## config.mk

```make
export PLATFORM = sky130hd
export DESIGN_NAME = spi_master_sckgen
export DESIGN_NICKNAME = d
export VERILOG_FILES = /design/src/rtl/spi_master_sckgen.sv
export SDC_FILE = /design/constraint.sdc
export NUM_CORES = 1
export LEC_CHECK = 0
export CAP_MARGIN = 25
export CORE_ASPECT_RATIO = 0.5
export CORE_MARGIN = 2
export CORE_UTILIZATION = 54
export DETAILED_ROUTE_END_ITERATION = 16
export GPL_ROUTABILITY_DRIVEN = 1
export PLACE_DENSITY_LB_ADDON = 0.25
export SLEW_MARGIN = 10
export SYNTH_ARGS = -nofsm -noshare
export SYNTH_HDL_FRONTEND = slang
export SYNTH_SLANG_ARGS = --single-unit
```

## constraint.sdc

```tcl
create_clock -name clk -period 2.8 [get_ports clk]
set_clock_uncertainty 0.15 [all_clocks]
set_input_delay 0.28 -clock clk [delete_from_list [all_inputs] [get_ports clk]]
set_output_delay 0.28 -clock clk [all_outputs]
set_load 0.05 [all_outputs]
```

## src/rtl/spi_master_sckgen.sv

```systemverilog
// spi_master_sckgen: SPI master serial-clock generator.
// Produces a registered SCK burst of num_clks full cycles with a programmable
// half-period, plus one-cycle edge strobes (rise/fall) and CPOL/CPHA-mapped
// data strobes (sample/shift) that a shift register can use directly.
//
// Handshake: start is a single-cycle request, honoured only in IDLE; num_clks
// is sampled in that same cycle. stop aborts a running burst on the next clock
// edge. busy marks RUN; done pulses for one cycle after a burst that completed
// normally. There is no back-pressure.
//
// Strobe timing: every strobe is asserted combinationally in the clk cycle
// *before* spi_clk changes, so a consumer registering on the same clk edge
// acts together with the SCK transition.
module spi_master_sckgen #(
    parameter int DIV_W = 8,
    parameter int CNT_W = 16
) (
    input  logic             clk,
    input  logic             rstn,
    input  logic [DIV_W-1:0] cfg_div,
    input  logic             cfg_div_valid,
    input  logic             cfg_cpol,
    input  logic             cfg_cpha,
    input  logic             start,
    input  logic [CNT_W-1:0] num_clks,
    input  logic             stop,
    output logic             busy,
    output logic             done,
    output logic             spi_clk,
    output logic             spi_rise,
    output logic             spi_fall,
    output logic             spi_sample,
    output logic             spi_shift,
    output logic [1:0]       dbg_state
);

    typedef enum logic [1:0] {
        ST_IDLE = 2'd0,
        ST_RUN  = 2'd1,
        ST_DONE = 2'd2
    } state_t;

    localparam logic [DIV_W-1:0] DIV_ONE  = 1;
    localparam logic [CNT_W:0]   EDGE_ONE = 1;

    state_t           r_state;
    logic [DIV_W-1:0] r_div;        // half-period target
    logic [DIV_W-1:0] r_cnt;        // half-period counter
    logic [CNT_W:0]   r_edges_left; // SCK edges still to generate (2*N max)
    logic             r_cpol;       // polarity latched at start
    logic             r_cpha;       // phase latched at start
    logic             r_spi_clk;
    logic             r_busy;
    logic             r_done;

    // Terminal count uses >= so that lowering the target mid-burst ends the
    // current half-period at once instead of wrapping the counter.
    logic w_tc;
    logic w_edge;
    logic w_leading;
    logic w_last;

    assign w_tc      = (r_state == ST_RUN) && (r_cnt >= r_div);
    assign w_edge    = w_tc && !stop;
    // A leading edge moves SCK away from its idle level.
    assign w_leading = (r_spi_clk == r_cpol);
    assign w_last    = (r_edges_left == EDGE_ONE);

    assign spi_rise   = w_edge && !r_spi_clk;
    assign spi_fall   = w_edge &&  r_spi_clk;
    // CPHA=0 samples on leading edges and shifts on trailing edges; the final
    // trailing edge carries no shift because no further bit follows.
    // CPHA=1 shifts on leading edges and samples on trailing edges.
    assign spi_sample = w_edge && (r_cpha ? !w_leading : w_leading);
    assign spi_shift  = w_edge && (r_cpha ? w_leading : (!w_leading && !w_last));

    assign busy      = r_busy;
    assign done      = r_done;
    assign spi_clk   = r_spi_clk;
    assign dbg_state = r_state;

    // Divider target register; reloadable at any time, including mid-burst.
    always_ff @(posedge clk or negedge rstn) begin
        if (!rstn) begin
            r_div <= '0;
        end else if (cfg_div_valid) begin
            r_div <= cfg_div;
        end
    end

    // Burst FSM with half-period counter, edge counter and registered outputs.
    always_ff @(posedge clk or negedge rstn) begin
        if (!rstn) begin
            r_state      <= ST_IDLE;
            r_cnt        <= '0;
            r_edges_left <= '0;
            r_cpol       <= 1'b0;
            r_cpha       <= 1'b0;
            r_spi_clk    <= 1'b0;
            r_busy       <= 1'b0;
            r_done       <= 1'b0;
        end else begin
            case (r_state)
                ST_IDLE: begin
                    r_cnt     <= '0;
                    r_spi_clk <= cfg_cpol;
                    r_busy    <= 1'b0;
                    r_done    <= 1'b0;
                    if (start) begin
                        if (num_clks != '0) begin
                            r_edges_left <= {num_clks, 1'b0};
                            r_cpol       <= cfg_cpol;
                            r_cpha       <= cfg_cpha;
                            r_busy       <= 1'b1;
                            r_state      <= ST_RUN;
                        end else begin
                            // Empty burst: report completion without any edge.
                            r_done  <= 1'b1;
                            r_state <= ST_DONE;
                        end
                    end
                end

                ST_RUN: begin
                    if (stop) begin
                        r_cnt     <= '0;
                        r_spi_clk <= cfg_cpol;
                        r_busy    <= 1'b0;
                        r_state   <= ST_IDLE;
                    end else if (w_tc) begin
                        r_cnt        <= '0;
                        r_spi_clk    <= !r_spi_clk;
                        r_edges_left <= r_edges_left - EDGE_ONE;
                        if (w_last) begin
                            r_busy  <= 1'b0;
                            r_done  <= 1'b1;
                            r_state <= ST_DONE;
                        end
                    end else begin
                        r_cnt <= r_cnt + DIV_ONE;
                    end
                end

                ST_DONE: begin
                    // SCK already sits at the latched idle level after the
                    // final trailing edge; hold it for this one cycle.
                    r_cnt   <= '0;
                    r_done  <= 1'b0;
                    r_state <= ST_IDLE;
                end

                default: begin
                    r_cnt   <= '0;
                    r_busy  <= 1'b0;
                    r_done  <= 1'b0;
                    r_state <= ST_IDLE;
                end
            endcase
        end
    end

endmodule

```

### After elaboration in Yosys (flattened, before gate mapping)

Cells that the tools add are included.

| storage, ports and cells | value |
|---|---|
| logic and storage cells | 75 |
| output and inout port bits | 9 |
| bits in registers | 40 |
| input port bits | 31 |

| cells by class | value |
|---|---|
| multiplexer cells | 31 |
| order comparisons | 1 |
| add/subtract/negate cells | 2 |
| bitwise logic cells | 1 |
| reductions and logical operators | 20 |
| eq/ne operators | 11 |

Operator list:

| operator | number |
|---|---|
| $mux 17 | 4 |
| $pmux 17 s2 | 1 |
| $mux 8 | 3 |
| $eq 17x1->1 const B | 1 |
| $sub 17x1->17 const B | 1 |
| $reduce_bool 16->1 | 1 |
| $mux 1 | 14 |
| $reduce_and 3->1 | 4 |
| $mux 2 | 5 |
| $ne 2x2->1 const B | 5 |
| $add 8x1->8 const B | 1 |
| $ge 8x8->1 | 1 |
| $logic_and 1x1->1 | 7 |
| $ne 3x3->1 const B | 2 |
| $reduce_and 5->1 | 1 |
| $logic_not 1->1 | 4 |
| $pmux 1 s2 | 2 |
| $pmux 2 s2 | 1 |
| $pmux 1 s3 | 1 |
| $eq 2x1->1 const B | 1 |
| $eq 2x2->1 const B | 1 |
| $logic_not 2->1 | 1 |
| $reduce_and 2->1 | 1 |
| $reduce_bool 2->1 | 1 |
| 2 further kinds | 2 |

### Logic depth before layout (Yosys ltp)

Gate-level depths: netlist of run 1.

| depth | value |
|---|---|
| depth in word-level cells | 5 |
| gate-level depth with buffers | 8 |
| depth with buffers taken out | 7 |

### Worst setup path after synthesis of run 1

Ideal clock, no wire load.

| path | value |
|---|---|
| path type | register to output |
| start | reg r_state[1] (netlist: dbg_state[1]) |
| end | out spi_shift |
| arrival time | 2363 ps |
| cell stages (with the launch flop) | 7 |
| required time | 2370 ps |
| path slack | 7 ps |
| path buffers | 2 |
| cell sequence | dfrtp_1 nand2b_1 clkbuf_1 nor2_2 buf_2 nand2_1 a21oi_1 |

| on the way | value |
|---|---|
| cells in the longest elaborated chain, start to end | 4 |

Ends and longest elaborated chain:

| what | RTL line | text |
|---|---|---|
| start, declared | 46 | `state_t r_state;` |
| start signal, assigned | 94 | `r_state <= ST_IDLE;` |
| start signal, assigned | 115 | `r_state <= ST_RUN;` |
| start signal, assigned | 119 | `r_state <= ST_DONE;` |
| $eq 2x1->1 | 63 | `assign w_tc = (r_state == ST_RUN) && (r_cnt >= r_div);` |
| $logic_and 1x1->1 | 63 |  |
| $logic_and 1x1->1 | 64 | `assign w_edge = w_tc && !stop;` |
| $logic_and 1x1->1 | 75 | `assign spi_shift = w_edge && (r_cpha ? w_leading : (!w_leading && !w_last));` |
| end, declared | 33 | `output logic spi_shift,` |

No other way between the ends.

### Final worst setup path of run 1

| path | value |
|---|---|
| start | reg r_cnt[0] |
| end | out spi_shift |

| on the way | value |
|---|---|
| cells in the longest elaborated chain, start to end | 4 |

Ends and longest elaborated chain:

| what | RTL line | text |
|---|---|---|
| start, declared | 48 | `logic [DIV_W-1:0] r_cnt;` |
| start signal, assigned | 140 | `r_cnt <= r_cnt + DIV_ONE;` |
| $ge 8x8->1 | 63 |  |
| $logic_and 1x1->1 | 63 |  |
| $logic_and 1x1->1 | 64 |  |
| $logic_and 1x1->1 | 75 |  |

No other way between the ends.

==> results of run 1 <==
cell usage after synthesis (all sizes together) (5+ instances only):
cell type  number
a41oi           6
nand2          27
nor2           23
inv            13
ha             11
o21ai          21
nor4            7
nor3           10
dfrtp          40
buf             5
clkbuf          5
a21oi          18
nand2b          5
and3            6
o211ai          9
nand3          11
registers in the layout, indices dropped and copies added, names as in the netlist:
signal,flops
r_edges_left,17
r_cnt,8
r_div,8
dbg_state,2
busy,1
done,1
r_cpha,1
r_cpol,1
spi_clk,1
where the power goes:
group | total (W) | internal, W | switching (W)
registers | 0.000978 | 0.000750 | 0.000229
logic | 0.00124 | 0.000532 | 0.000707
clock network | 0.000391 | 0.000174 | 0.000218
worst max path at each step:
| stage | from | end | slack [ns] | cells past startpoint |
|---|---|---|---|---|
| after CTS | r_cnt[0] | spi_shift | 0.01 | 8 |
| after global routing | r_cnt[0] | spi_fall | 0.07 | 7 |
| after floorplan | dbg_state[1] | spi_shift | 0.007 | 6 |
| after detailed placement | r_cnt[5] | spi_shift | 0.29 | 7 |
| final | r_cnt[0] | spi_shift | 0.15 | 8 |
| after global placement | r_cnt[0] | spi_fall | 0.36 | 7 |
worst register-to-register path: stages, from the launching register on:
cell and delay [ns]:
dfrtp_1 0.44, inv_1 0.16, ha_1 0.25, nor3b_2 0.28, nand3_1 0.29, o311ai_0 0.49, nand2_1 0.10, a221o_1 0.27
per-layer routing:
layer | track usage | vias to the layer above | part of all wire | wire (µm)
met5 | 0 | - | 0 | 0
met4 | 0.0685 | 0 | 0.011 | 70
met3 | 0.0453 | 11 | 0.065 | 417
met2 | 0.454 | 99 | 0.49 | 3150
met1 | 0.341 | 1116 | 0.44 | 2820
li1 | - | 1117 | - | -
cell families (layout without fill, tap and decap cells):
group / count (synthesis) / after routing / synth area share
multiplexers: 3 / 3 / 0.0129
XOR/XNOR: 8 / 8 / 0.0279
AO/OA/AOI/OAI: 81 / 81 / 0.234
flip-flops: 40 / 40 / 0.398
buffers and inverters: 23 / 71 / 0.0418
AND/OR/NAND/NOR: 107 / 107 / 0.231
adder cells (fa/ha/maj): 11 / 11 / 0.0548
cell usage in the layout (no fill, tap or decap), types with 3 or more instances in the layout:
cell	netlist	layout
a211oi_1	3	3
a21oi_1	15	15
a22oi_1	3	3
a41oi_1	6	6
and3_1	6	6
buf_12	0	4
buf_4	0	9
clkbuf_8	0	5
clkdlybuf4s50_1	0	34
dfrtp_1	40	40
ha_1	11	11
inv_1	13	13
nand2_1	25	25
nand2b_1	5	5
nand3_1	11	11
nand4_1	4	4
nor2_1	22	22
nor3_1	6	6
nor3_2	3	3
nor4_1	7	7
o211ai_1	9	9
o21ai_0	15	15
o21ai_1	5	5
or3_1	3	3
xnor2_1	4	4
xor2_1	4	4
stage by stage:
stage          total power, W   util
6_report              0.00261  0.708
3_3_place_gp          0.00214  0.674
2_1_floorplan         0.00185      -
4_1_cts               0.00258  0.696
3_5_place_dp          0.00219  0.674
5_1_grt               0.00278  0.708
cell type report:
cell class              count  share of cell area
inverters                  13              0.0155
repair buffers             50               0.169
clock buffers               5              0.0219
multi-input cells         210               0.447
clock inverters             3             0.00597
flip-flops and latches     40               0.318
well taps                  57              0.0227
repair_timing:
| action | in CTS | in global routing |
|---|---|---|
| hold buffers | 1 | 0 |
| endpoints found under the hold margin | 33 | 0 |
| gates resized for setup | 1 | 0 |
| gates cloned | 0 | 0 |
| setup buffers | 0 | 3 |
| endpoints found under the setup margin | 4 | 4 |
==> results.md, run 1 <==
* Reg2Reg Depth at 7
* Yosys top cell area share at 0.398
* Critical path required time at 2.37 ns
* Root Buffer: clkbuf_8
* Detailed Routing Iterations Pass 1 at 5
* VDD IR max at 0.418 mV
* Share of layout cells above drive strength 1 at 0.140
* Max stage delay on crit path at 0.47 ns
* Worst-skew pair later-pin latency at 0.30 ns
* DR vias/cell at 6.20
* Final hold vios at 0
* First-pass GRT wire length at 10,500 µm
* P&R area growth vs syn at 25.2%
* Crit Path Class: reg -> out
* Synth area leader: dfrtp_1
* Nets at 362
* Hold crit path type: in -> async
* Total wire length at 6460 µm
* Cell family with most CP delay: compound AO/OA/AOI/OAI gates
* R2R Path End: r_edges_left[14]
* CP max-delay cell: a2111o_1
* Cell Rows at 17
* Worst Path Max Fanout at 3
* Crit path buffers/inverters at 2
* Placed Area at 0.00300 mm²
* Fillers at 355
* H-tree Lvls at 2
* CTS tree: done
* Register area share after synthesis at 0.398
* Worst-Margin Slew at 0.526 ns
* Ratio of final minimum period to clock period at 0.946
* Leakage at 1.29 nW
* Initial antenna violation count at 0
* Vias at 2,343
* Worst setup SP type: flop
* Worst hold margin at 0.340 ns
* Final antenna-violating net count at 0
* Pins Over Slew Limit at 0
* Buffers on Ports at 39
* Pre-CTS setup slack at 0.291 ns
* Crit. End Element: primary output
* # diodes at 0
* Final non-filler cell total at 378
* Syn Area/Cell at 9.20 µm²
* Die Area at 0.00525 mm²
* Grt ovf at 0
* Crit Reg-Reg Startpoint: r_edges_left[0]
* Cell-by-cell trace of the critical path: inv_1 -> ha_1 -> nand2b_1 -> a2111o_1 -> a31o_2 -> nand2_1 -> a21oi_1 -> buf_12
* Syn_nets at 315
* Most used DFF post-synth: dfrtp_1
* Die span in y at 52.2 µm
* Core area at 0.00445 mm²
* Routed len/inst at 17.1 µm
* # IOs at 40
* Multi-input gate area at 0.00141 mm²
* Initial Util at 0.565
* Max Cap Viol at 0
* Max Fclk at 378 MHz
* Largest net degree at the start of global routing at 41
* Setup ws final at 0.151 ns
* TritonCTS Buffers at 5
* Setup violators final at 0
* Post-synthesis cell count at 273
* Synth Register Bits at 40
* Post-Synthesis Cell Area at 0.00251 mm²
* Clock sink count at 40
* Die W at 100 µm
* Vias in the first global route at 2,249
* Largest cells by area after synthesis: dfrtp_1 (40%), ha_1 (5.5%), nand2_1 (3.7%), nor2_1 (3.3%), a21oi_1 (3.0%)
* Final min period at 2.65 ns
* Worst R2R Setup Slack at 0.26 ns
* Status: finished clean
* Setup TNS at 0 ns
* Slew margin rel. at 0.646
* Unrepaired setup endpoints after global routing: no
* Worst EP arrival at 2.22 ns
* Cells after DPL at 365
* Async SR Flop Fraction at 1.00
* Total number of yosys warnings at 0
* All-layer global routing usage at 0.260
* Longest Clk Path Bufs at 2
* Register area at 0.00100 mm²
* Clk slew on worst S/H paths at 0.08 ns
* PwrDens at 829 mW/mm²
* Design area at 0.00315 mm²
* Drt drc at 0
* DR iter-0 viols at 154
* Post-DP HPWL at 4710 µm
* Placer congestion estimate at 0.869
* Synth cell types at 60
* Post-synth EDFFs at 0
Note: power is estimated with default switching activity, not from simulation.
==> run 2: changes to the inputs <==
Settings changed: CORE_MARGIN 2 to unset, GPL_TIMING_DRIVEN set to 0.
==> results.md, run 2 (synthesized netlist as in run 1, its figures left out) <==
* Hold crit path type: in -> async (unchanged)
* Die Area at 0.00495 mm² (was 0.00525 mm²)
* Placer congestion estimate at 0.915 (was 0.869)
* Worst-skew pair later-pin latency at 0.31 ns (was 0.30 ns)
* Grt ovf at 0 (unchanged)
* Failing checks: design-rule violations
* Post-DP HPWL at 4920 µm (was 4710 µm)
* Detailed Routing Iterations Pass 1 at 11 (was 5)
* TritonCTS Buffers at 5 (unchanged)
* First-pass GRT wire length at 11,100 µm (was 10,500 µm)
* # diodes at 0 (unchanged)
* DR iter-0 viols at 207 (was 154)
* Clock sink count at 40 (unchanged)
* Initial Util at 0.568 (was 0.565)
* Setup TNS at 0 ns (unchanged)
* Die span in y at 50.2 µm (was 52.2 µm)
* Status: finished, violations left (was finished clean)
* H-tree Lvls at 2 (unchanged)
* Final antenna-violating net count at 0 (unchanged)
* Leakage at 1.29 nW (about the same)
* Fillers at 342 (was 355)
* Crit. End Element: primary output (unchanged)
* Max Cap Viol at 0 (unchanged)
* Crit Path Class: reg -> out (unchanged)
* Root Buffer: clkbuf_8 (unchanged)
* Drt drc at 2 (was 0)
* Pre-CTS setup slack at -0.275 ns (was 0.291 ns)
* Max stage delay on crit path at 0.42 ns (was 0.47 ns)
* Routed len/inst at 17.8 µm (was 17.1 µm)
* Clk slew on worst S/H paths at 0.09 ns (was 0.08 ns)
* # IOs at 40 (unchanged)
* Largest net degree at the start of global routing at 30 (was 41)
* Register area at 0.00100 mm² (unchanged)
* Total wire length at 6810 µm (was 6460 µm)
* Pins Over Slew Limit at 0 (unchanged)
* Worst-Margin Slew at 0.683 ns (was 0.526 ns)
* Worst EP arrival at 2.28 ns (was 2.22 ns)
* Buffers on Ports at 39 (unchanged)
* Vias in the first global route at 2,324 (was 2,249)
* Regs by FF count: r_edges_left (17), r_cnt (8), r_div (8) (unchanged)
* Setup ws final at 0.0858 ns (was 0.151 ns)
* DR vias/cell at 6.31 (was 6.20)
* CP max-delay cell: a2111o_1 (unchanged)
* CTS tree: done (unchanged)
* Worst Path Max Fanout at 8 (was 3)
* P&R area growth vs syn at 25.2% (unchanged)
* VDD IR max at 0.438 mV (was 0.418 mV)
* Number of flip-flops in the largest register at 17 (unchanged)
* Core area at 0.00442 mm² (was 0.00445 mm²)
* Die W at 98.5 µm (was 100 µm)
* Setup violators final at 0 (unchanged)
* Nets at 367 (was 362)
* Most common cell after layout, fill and taps aside: dfrtp_1 (unchanged)
* Leading cell types in the layout, fill and taps excluded: dfrtp_1 (40), clkdlybuf4s50_1 (34), nand2_1 (24) (was dfrtp_1 (40), clkdlybuf4s50_1 (34), nand2_1 (25))
* Final min period at 2.71 ns (was 2.65 ns)
* Max Fclk at 368 MHz (was 378 MHz)
* Cell Rows at 17 (unchanged)
* Vias at 2,415 (was 2,343)
* PwrDens at 888 mW/mm² (was 829 mW/mm²)
* Final hold vios at 0 (unchanged)
* End-of-flow core utilization at 0.711 (was 0.708)
* Slew margin rel. at 0.542 (was 0.646)
* Top reg by flops: r_edges_left (unchanged)
* Ratio of final minimum period to clock period at 0.969 (was 0.946)
* Cell-by-cell trace of the critical path: inv_1 -> ha_1 -> nand2b_1 -> a2111o_1 -> a31o_1 -> buf_6 -> and3_1 -> buf_4 (was inv_1 -> ha_1 -> nand2b_1 -> a2111o_1 -> a31o_2 -> nand2_1 -> a21oi_1 -> buf_12)
* Initial antenna violation count at 0 (unchanged)
* All-layer global routing usage at 0.291 (was 0.260)
* Longest Clk Path Bufs at 2 (unchanged)
* Multi-input gate area at 0.00142 mm² (was 0.00141 mm²)
* Unrepaired setup endpoints after global routing: no (unchanged)
* Share of layout cells above drive strength 1 at 0.141 (was 0.140)
* Critical path required time at 2.37 ns (about the same)
* Worst setup SP type: flop (unchanged)
[run 2: cell types whose count changed in the layout (fill, tap and decap cells not counted), moves of 2 or more]
cell | previous run | this run
clkbuf_1 | 0 | 5
buf_12 | 4 | 1
buf_2 | 1 | 4
buf_6 | 0 | 2
clkinv_2 | 2 | 0
[run 2: metrics by stage]
stage | instance area (µm²) | std cells | hold WS, ns | total power, W
after floorplan | 2510 | 273 | -0.166 | 0.00185
after global placement | 2970 | 369 | 0.363 | 0.00216
after detailed placement | 2990 | 370 | 0.0337 | 0.00223
after CTS | 3100 | 380 | 0.244 | 0.00274
after global routing | 3150 | 383 | 0.253 | 0.00296
final | 3150 | 383 | 0.232 | 0.00279
[run 2: where the power goes]
| group | switching [W] | internal (W) |
|---|---|---|
| Combinational | 0.000773 | 0.000550 |
| Sequential | 0.000215 | 0.000750 |
| Clock | 0.000235 | 0.000269 |
| Total | 0.00122 | 0.00157 |
[run 2: area by class of cell]
cell class              instances  share of cell area
plain buffers                  10              0.0179
clock buffers                   5              0.0219
clock inverters                 3              0.0147
inverters                      13              0.0155
multi-input cells             210               0.451
flip-flops and latches         40               0.318
well taps                      57              0.0227
repair buffers                 45               0.138
[run 2: final timing paths]
check / from / end / slack, ns / cells after the start
min reg2reg: r_div[6] / r_div[6] / 0.41 / 2
max reg2reg: r_cnt[0] / r_edges_left[14] / 0.24 / 8
min: rstn / r_div[7] / 0.23 / 2
min in group clk: cfg_cpha / r_cpha / 0.40 / 3
max in group asynchronous: rstn / r_edges_left[3] / 1.81 / 3
max: r_cnt[0] / spi_fall / 0.09 / 8
[run 2: layer usage]
metal | GRT usage | wire (µm)
met1 | 0.367 | 2920
met4 | 0.0896 | 108
met2 | 0.508 | 3230
met3 | 0.0669 | 548
met5 | 0 | 0
[run 2: worst max-delay path, delay by kind of cell, from the launching register on]
family                   cells  cell delay (ns)
AND/OR/NAND/NOR              2             0.32
AO/OA/AOI/OAI                2             0.61
buffers and inverters        3             0.39
adder cells (fa/ha/maj)      1             0.26
flip-flops                   1             0.39
[run 2: what timing repair did]
| action | 4_1_cts | 5_1_grt |
|---|---|---|
| hold buffers | 1 | 0 |
| gates resized for setup | 21 | 11 |
| setup endpoints to repair | 4 | 4 |
| setup buffers | 1 | 3 |
| endpoints found under the hold margin | 11 | 0 |
| pin swaps | 1 | 2 |
==> run 3: changes to the inputs <==
Settings changed: CAP_MARGIN 25 to 20, CORE_MARGIN set to 10, CTS_CLUSTER_SIZE set to 8.
==> results.md, run 3 (synthesized netlist as in run 1, its figures left out) <==
* Final min period at 2.70 ns (was 2.71 ns)
* Critical path required time at 2.37 ns (about the same)
* Clock power frac at 0.199 (was 0.181)
* Root Buffer: clkbuf_8 (unchanged)
* Die Area at 0.00795 mm² (was 0.00495 mm²)
* Clk slew on worst S/H paths at 0.08 ns (was 0.09 ns)
* DR vias/cell at 6.18 (was 6.31)
* Hold crit path type: in -> async (unchanged)
* Largest net degree at the start of global routing at 31 (was 30)
* Final non-filler cell total at 379 (was 383)
* Detailed Routing Iterations Pass 1 at 4 (was 11)
* Number of flip-flops in the largest register at 17 (unchanged)
* CP max-delay cell: a2111o_1 (unchanged)
* Vias at 2,343 (was 2,415)
* Top reg by flops: r_edges_left (unchanged)
* Die W at 116 µm (was 98.5 µm)
* TritonCTS Buffers at 5 (unchanged)
* Crit. End Element: primary output (unchanged)
* Max Fclk at 370 MHz (was 368 MHz)
* Routed len/inst at 17.8 µm (about the same)
* Clock sink count at 40 (unchanged)
* Fillers at 372 (was 342)
* Worst EP arrival at 2.27 ns (was 2.28 ns)
* Sw Ratio at 0.417 (was 0.438)
* Nets at 364 (was 367)
* Buffers on Ports at 39 (unchanged)
* Sequential Power Share at 0.344 (was 0.346)
* Worst hold margin at 0.232 ns (about the same)
* Max stage delay on crit path at 0.43 ns (was 0.42 ns)
* Worst setup SP type: flop (unchanged)
* Multi-input gate area at 0.00142 mm² (about the same)
* Total power at 0.00280 W (was 0.00279 W)
* CTS tree: done (unchanged)
* Setup ws final at 0.0956 ns (was 0.0858 ns)
* Leakage at 1.29 nW (about the same)
* Internal power at 0.00163 W (was 0.00157 W)
* Drt drc at 0 (was 2)
* Ratio of final minimum period to clock period at 0.966 (was 0.969)
* Leading cell types in the layout, fill and taps excluded: dfrtp_1 (40), clkdlybuf4s50_1 (34), nand2_1 (25) (was dfrtp_1 (40), clkdlybuf4s50_1 (34), nand2_1 (24))
* Setup violators final at 0 (unchanged)
* Total wire length at 6750 µm (was 6810 µm)
* Regs by FF count: r_edges_left (17), r_cnt (8), r_div (8) (unchanged)
* DR iter-0 viols at 168 (was 207)
* Die span in y at 68.2 µm (was 50.2 µm)
* Setup TNS at 0 ns (unchanged)
* Initial antenna violation count at 0 (unchanged)
* First-pass GRT wire length at 10,900 µm (was 11,100 µm)
* Cell family with most CP delay: compound AO/OA/AOI/OAI gates (unchanged)
* Core area at 0.00445 mm² (was 0.00442 mm²)
* Final hold vios at 0 (unchanged)
* Post-DP HPWL at 5030 µm (was 4920 µm)
* Grt ovf at 0 (unchanged)
* Cell Rows at 17 (unchanged)
* Status: finished clean (was finished, violations left)
* Slew margin rel. at 0.632 (was 0.542)
* Placer congestion estimate at 0.925 (was 0.915)
* Register area at 0.00100 mm² (unchanged)
* Unrepaired setup endpoints after global routing: no (unchanged)
* Crit Path Class: reg -> out (unchanged)
* Cell-by-cell trace of the critical path: ha_1 -> nand2b_1 -> a2111o_1 -> a31o_1 -> buf_6 -> and3_1 -> buf_2 (was inv_1 -> ha_1 -> nand2b_1 -> a2111o_1 -> a31o_1 -> buf_6 -> and3_1 -> buf_4)
* PwrDens at 895 mW/mm² (was 888 mW/mm²)
* Longest Clk Path Bufs at 2 (unchanged)
* All-layer global routing usage at 0.173 (was 0.291)
* Cells after DPL at 370 (unchanged)
* P&R area growth vs syn at 24.4% (was 25.2%)
* Worst-skew pair later-pin latency at 0.29 ns (was 0.31 ns)
* # IOs at 40 (unchanged)
* Crit path buffers/inverters at 2 (was 3)
* VDD IR max at 0.520 mV (was 0.438 mV)
* Pins Over Slew Limit at 0 (unchanged)
* # diodes at 0 (unchanged)
* Pre-CTS setup slack at -0.303 ns (was -0.275 ns)
* Max Cap Viol at 0 (unchanged)
* Initial Util at 0.565 (was 0.568)
* H-tree Lvls at 2 (unchanged)
* Combinational share of power at 0.457 (was 0.474)
* Final antenna-violating net count at 0 (unchanged)
* Share of layout cells above drive strength 1 at 0.127 (was 0.141)
* Vias in the first global route at 2,347 (was 2,324)
* Most common cell after layout, fill and taps aside: dfrtp_1 (unchanged)
* Worst-Margin Slew at 0.548 ns (was 0.683 ns)
* Worst Path Max Fanout at 8 (unchanged)
* Sw power at 0.00117 W (was 0.00122 W)
## run 3: cell types whose count changed in the layout (fill, tap and decap cells not counted)
| cell | change |
|---|---|
| inv_6 | -1 |
| bufinv_16 | +1 |
| nand2_2 | -1 |
| buf_2 | +4 |
| buf_4 | -7 |
| clkinvlp_4 | -1 |
| nand2_1 | +1 |
## run 3: routing by layer
layer,GRT usage,vias up,routed length (µm)
met5,0,-,0
met3,0.0428,14,387
li1,-,1121,-
met4,0.0588,0,95
met2,0.303,75,3250
met1,0.207,1133,3020
## run 3: final cells by class
type | instances | share of cell area
inverter | 13 | 0.0156
multi-input combinational | 210 | 0.453
sequential | 40 | 0.320
tap | 57 | 0.0228
clock buffer | 5 | 0.0220
timing repair buffer | 42 | 0.129
buffer | 10 | 0.0180
clock inverter | 2 | 0.0192
## run 3: power groups by stage
| stage | clock (W) | sequential, W | combinational, W |
|---|---|---|---|
| 2_1_floorplan | 0 | 0.000986 | 0.000861 |
| 3_3_place_gp | 0 | 0.000954 | 0.00121 |
| 3_5_place_dp | 0 | 0.000964 | 0.00124 |
| 4_1_cts | 0.000559 | 0.000953 | 0.00127 |
| 5_1_grt | 0.000585 | 0.000982 | 0.00141 |
| 6_report | 0.000556 | 0.000961 | 0.00128 |
## run 3: timing repair
| item | CTS | global route |
|---|---|---|
| setup buffers | 1 | 0 |
| endpoints found under the hold margin | 35 | 0 |
| resized for setup | 19 | 4 |
| setup endpoints to repair | 4 | 4 |
| hold buffers | 1 | 0 |
| pin swaps | 0 | 1 |
## run 3: metrics by stage
step            util  area (µm²)
2_1_floorplan      -        2510
3_3_place_gp   0.669        2970
3_5_place_dp   0.672        2990
4_1_cts        0.702        3120
5_1_grt        0.703        3120
6_report       0.703        3120
## run 3: worst paths after layout
kind / slack, ns / to / start / cells after the start
max in group asynchronous: 1.82 / r_edges_left[15] / rstn / 3
min: 0.23 / r_div[4] / rstn / 2
max: 0.1 / spi_fall / r_div[0] / 7
min reg2reg: 0.38 / r_div[0] / r_div[0] / 1
min in group clk: 0.36 / r_cpha / cfg_cpha / 3
max reg2reg: 0.38 / r_edges_left[14] / r_edges_left[0] / 7
## run 3: worst register-to-register path, delay by kind of cell (launching register included)
kind | cells | cell delay (ns)
AO/OA/AOI/OAI | 2 | 0.68
adder cells (fa/ha/maj) | 1 | 0.22
buffers and inverters | 1 | 0.12
flip-flops | 1 | 0.45
AND/OR/NAND/NOR | 3 | 0.70
